File: src/rtl/life_sequencer.sv
// Conway's Life generation sequencer for an 8x8 non-wrapping board.
// Snapshots the board, then streams the next generation out one row per cycle.
module life_sequencer #(
    parameter int GEN_W = 16
) (
    input  logic             clk,
    input  logic             reset,
    input  logic             step,
    input  logic             run,
    input  logic             tick,
    input  logic [7:0]       period,
    input  logic [63:0]      cells,
    output logic             write,
    output logic [2:0]       row_select,
    output logic [7:0]       row_val,
    output logic             busy,
    output logic             done,
    output logic [GEN_W-1:0] gen_count,
    output logic [1:0]       state_dbg
);

    // Handshake: a start is accepted only on an edge where busy=0 and step=1
    // (or the tick timer expires); requests seen while busy=1 are dropped.
    typedef enum logic [1:0] {IDLE = 2'd0, SNAP = 2'd1, WRITE = 2'd2, DONE = 2'd3} state_t;

    state_t      state;
    state_t      state_next;
    logic [63:0] snap;
    logic [2:0]  row;
    logic [7:0]  tick_cnt;
    logic [8:0]  eff_period;
    logic        expire;
    logic        start;

    // Next value of row r, with the board padded by dead rows/columns on all sides.
    function automatic logic [7:0] next_row(input logic [63:0] b, input logic [2:0] r);
        logic [79:0] pad;
        logic [9:0]  above;
        logic [9:0]  cur;
        logic [9:0]  below;
        logic [3:0]  n;
        logic [7:0]  res;
        int          ri;
        pad   = {8'd0, b, 8'd0};
        ri    = int'(r);
        above = {1'b0, pad[8*ri +: 8], 1'b0};
        cur   = {1'b0, pad[8*(ri+1) +: 8], 1'b0};
        below = {1'b0, pad[8*(ri+2) +: 8], 1'b0};
        res   = 8'd0;
        for (int c = 0; c < 8; c++) begin
            n = 4'd0;
            for (int d = 0; d < 3; d++) begin
                n = n + {3'b0, above[c+d]} + {3'b0, below[c+d]};
            end
            n = n + {3'b0, cur[c]} + {3'b0, cur[c+2]};
            res[c] = (n == 4'd3) || (cur[c+1] && (n == 4'd2));
        end
        return res;
    endfunction

    assign eff_period = (period == 8'd0) ? 9'd1 : {1'b0, period};
    assign expire     = (state == IDLE) && run && tick && (({1'b0, tick_cnt} + 9'd1) >= eff_period);
    assign start      = (state == IDLE) && (step || expire);

    always_ff @(posedge clk) begin
        if (reset) begin
            state <= IDLE;
        end else begin
            state <= state_next;
        end
    end

    always_comb begin
        state_next = state;
        case (state)
            IDLE:    if (start) state_next = SNAP;
            SNAP:    state_next = WRITE;
            WRITE:   if (row == 3'd7) state_next = DONE;
            DONE:    state_next = IDLE;
            default: state_next = IDLE;
        endcase
    end

    always_ff @(posedge clk) begin
        if (reset) begin
            snap      <= 64'd0;
            row       <= 3'd0;
            gen_count <= '0;
            tick_cnt  <= 8'd0;
        end else begin
            if (state == SNAP) begin
                snap <= cells;
                row  <= 3'd0;
            end else if (state == WRITE) begin
                row <= row + 3'd1;
            end
            if (state == DONE) begin
                gen_count <= gen_count + {{(GEN_W-1){1'b0}}, 1'b1};
            end
            // Timer holds while busy; an expiry always coincides with a start.
            if (!run || start) begin
                tick_cnt <= 8'd0;
            end else if ((state == IDLE) && tick) begin
                tick_cnt <= tick_cnt + 8'd1;
            end
        end
    end

    always_comb begin
        write      = 1'b0;
        row_select = 3'd0;
        row_val    = 8'd0;
        if (state == WRITE) begin
            write      = 1'b1;
            row_select = row;
            row_val    = next_row(snap, row);
        end
        busy      = (state != IDLE);
        done      = (state == DONE);
        state_dbg = state;
    end

endmodule

File: config.mk
export PLATFORM = sky130hd
export DESIGN_NAME = life_sequencer
export DESIGN_NICKNAME = d
export VERILOG_FILES = /design/src/rtl/life_sequencer.sv
export SDC_FILE = /design/constraint.sdc
export NUM_CORES = 1
export LEC_CHECK = 0
export ABC_AREA = 1
export BUFFER_PORTS_ARGS = -buffer_cell sky130_fd_sc_hd__buf_2
export CAP_MARGIN = 0
export CORE_MARGIN = 5
export CORE_UTILIZATION = 52
export CTS_CLUSTER_SIZE = 12
export DETAILED_ROUTE_END_ITERATION = 12
export GPL_TIMING_DRIVEN = 0
export PLACE_DENSITY_LB_ADDON = 0.3
export REMOVE_ABC_BUFFERS = 1
export SKIP_LAST_GASP = 1
export SLEW_MARGIN = 20
export SYNTH_ARGS = -nofsm -noshare
export SYNTH_HDL_FRONTEND = slang
export SYNTH_SLANG_ARGS = --single-unit
File: constraint.sdc
create_clock -name clk -period 4.1 [get_ports clk]
set_clock_uncertainty 0.2 [all_clocks]
set_input_delay 0.41 -clock clk [delete_from_list [all_inputs] [get_ports clk]]
set_output_delay 0.41 -clock clk [all_outputs]
set_load 0.03 [all_outputs]
==> results by group <==
Routing
  – Initial DRC count: 343
  – Antenna Nets Post-Route: 0
  – # DRC: 0
  – Initial DRT Pass Iterations: 5
  – Routed WL: 17.2 mm
  – Via/cell ratio: 5.23
  – Via count: 6368
  – WL/cell: 14.1 um

Synth
  – FF+latch count, synth: 93
  – Post-synth top area cell: dfxtp_1
  – List of most frequent post-synthesis cells: 155 x nand2_1, 127 x nor2_1, 106 x inv_1
  – Async SR Flop Fraction: 0%
  – Synth warnings: 0
  – Count leader, synth: nand2_1
  – Avg Cell Area, Syn: 7.01 um^2
  – Register area share after synthesis: 28.8%
  – Cells after Synth: 922
  – Post-synth EDFFs: 0
  – Share of the synthesized area in the top cell type: 28.8%
  – Distinct cells, synth: 45
  – Primary FF master, synth: dfxtp_1
  – Synth area leaders: dfxtp_1 29%, nand2_1 9.0%, fa_1 8.4%
  – Mapped Area: 6460 um^2

Worst setup path
  – Critical Path Slowest Stage Cell: fa_1
  – CP startpoint kind: flip-flop
  – Worst setup path class: flip-flop to primary output
  – CP Data Arrival Time: 4420 ps
  – Worst Path Max Fanout: 7
  – CP max stage delay: 540 ps
  – Crit. End Element: primary output
  – Worst EP required: 3490 ps
  – CP most frequent cell: fa_1
  – Worst path cell trace: buf_16 -> buf_12 -> nand2_1 -> o21ai_2 -> nand2_1 -> a32oi_2 -> inv_2 -> fa_1 -> inv_2 -> fa_1 -> inv_1 -> fa_1 -> inv_1 -> ha_2 -> fa_2 -> o2111a_1 -> buf_6

Outcome
  – Failing checks: setup timing
  – Status: complete, but fails checks

Placement
  – DP Wirelength: 10.6 mm
  – GPL Wtd Cong: 0.847
  – IO buf count: 108

Finish
  – Area growth syn-to-layout: 25.4%
  – Final net count: 1185
  – Diodes inserted: 0
  – Share of layout cells above drive strength 1: 25.7%

Timing
  – Max-slew violation count: 0
  – Final hold vios: 0
  – Minimum clock period: 5030 ps
  – Unrepaired setup endpoints after global routing: true
  – Hold slack: 74.8 ps
  – Setup ws final: -930 ps
  – Worst slew margin: 48.8%
  – Actual transition at the worst max-transition pin: 768 ps
  – Tcrit/Tclk final: 123%
  – Final setup violation count: 8
  – F_max: 199 MHz

Global routing
  – Largest net degree at the start of global routing: 51
  – Number of global-route vias before repair: 5850
  – Gr usage total: 23.1%
  – First-pass GRT wire length: 27.5 mm
  – Antenna violations before repair: 0
  – GRT overflow: 0

Floorplan
  – Die area: 14700 um^2
  – Core area: 12100 um^2
  – Starting Density: 53.3%
  – Die height: 121 um
  – I/O pin cnt: 109
  – Die W: 121 um
  – Placement Rows: 40

Power and ir drop
  – Power per Cell Area: 861 nW/um^2
  – IR drop worst, VDD: 0.504 mV
  – Leak Pwr: 3.78 nW
  – Tot Pwr: 6.97 mW

Clocking
  – CTS sink cnt: 93
  – CTS tree: done
  – H-tree depth: 3
  – Clock latency on the worst-skew pair: 350 ps
  – Bufs on Longest Clock Path: 2
  – CTS root buf: clkbuf_16
  – Hold_buf cts: 0
  – CTS Buf Count: 9
  – CTS clock-pin slew for the worst setup and hold paths: 70 ps

Min path
  – Worst min path class: input pin to flip-flop

Run
  – Max cap viols: 0
-- power by group --
part	switching (mW)	leakage, nW	internal [mW]
sequential	0.184	0.764	1.17
combinational	2.77	2.86	1.95
clock	0.371	0.156	0.537
-- worst paths after layout --
check / startpoint / endpoint / slack, ps / depth (start not counted)
min reg2reg: snap[56] / snap[56] / 280 / 2
min: cells[16] / snap[16] / 70 / 3
max: row[0] / row_val[5] / -930 / 17
max reg2reg: tick_cnt[0] / tick_cnt[7] / 1550 / 14
-- metrics by stage --
step / cells / utilization, % / TNS [ps] / setup slack, ps / cell area [um^2]
2_1_floorplan: 871 / - / -14530 / -2270 / 6190
3_3_place_gp: 1147 / 57.3 / -28910 / -3550 / 6940
3_5_place_dp: 1151 / 58.0 / -10650 / -1840 / 7030
4_1_cts: 1213 / 65.9 / -5840 / -861 / 7980
5_1_grt: 1217 / 66.9 / -7340 / -1070 / 8100
6_report: 1217 / 66.9 / -6280 / -930 / 8100
-- layout by cell type (no fill, tap or decap), types with 4 or more instances in the layout --
master / Yosys / routed
ha_1: 37 / 31
o21ai_2: 3 / 7
buf_2: 10 / 101
o21ai_0: 103 / 96
nor2_2: 3 / 5
a32oi_2: 5 / 6
fa_1: 27 / 22
clkbuf_16: 0 / 9
fa_2: 0 / 5
buf_16: 0 / 4
a21oi_2: 0 / 5
buf_6: 5 / 11
nor3_2: 4 / 4
a32oi_1: 7 / 4
inv_1: 106 / 95
nand2_2: 1 / 7
nor2_1: 127 / 124
buf_4: 8 / 38
a21oi_1: 73 / 68
dfxtp_1: 93 / 90
xor2_1: 6 / 6
buf_12: 0 / 6
ha_2: 0 / 6
inv_2: 19 / 26
nor3_1: 5 / 5
o21ai_1: 50 / 51
nand2_1: 155 / 148
nand3_1: 18 / 18
-- logic make-up (layout without fill, tap and decap cells) --
group | count (synthesis) | in the layout | synth area share, %
and+or+nand+nor | 323 | 323 | 20.7
AOI/OAI and AO/OA | 256 | 256 | 22.2
adders and majority gates | 64 | 64 | 15.5
muxes | 3 | 3 | 0.465
DFF | 93 | 93 | 28.8
buffers and inverters | 177 | 304 | 11.5
xor gates and xnor gates | 6 | 6 | 0.814
-- timing repair --
item                       4_1_cts  5_1_grt
pin swaps                       28       14
gates cloned                     5        0
setup endpoints to repair        8        8
setup buffers                   41        4
gates resized for setup         63       26
-- area by class of cell --
| cell class | count | area, um^2 |
|---|---|---|
| Sequential cell | 93 | 1870 |
| Timing Repair inverter | 2 | 16.3 |
| Inverter | 126 | 498 |
| Tap cell | 168 | 210 |
| Multi-Input combinational cell | 652 | 4030 |
| Fill cell | 1082 | 4010 |
| Timing Repair Buffer | 160 | 1140 |
| Clock inverter | 7 | 96.3 |
| Clock buffer | 9 | 225 |
-- state kept, by name, summed over array words and instances (netlist names) --
signal / cells
snap: 64
gen_count: 16
tick_cnt: 8
row: 3
state_dbg: 2
-- worst max-delay path, delay by kind of cell (launching register included) --
kind | cells | cell delay [ps]
adder cells (fa/ha/maj) | 5 | 2240
AO/OA/AOI/OAI | 3 | 540
buffers and inverters | 7 | 670
AND/OR/NAND/NOR | 2 | 160
flip-flops | 1 | 440
-- layer usage --
metal  track usage (%)  vias up  part of all wire [%]
met5                 0        -                     0
met4              8.47        0                   2.2
met3              4.20       41                   5.4
met2              38.7      206                    48
met1              29.5     2877                    45
li1                  -     3244                     -
No activity file was read; power rests on OpenSTA's default activity.
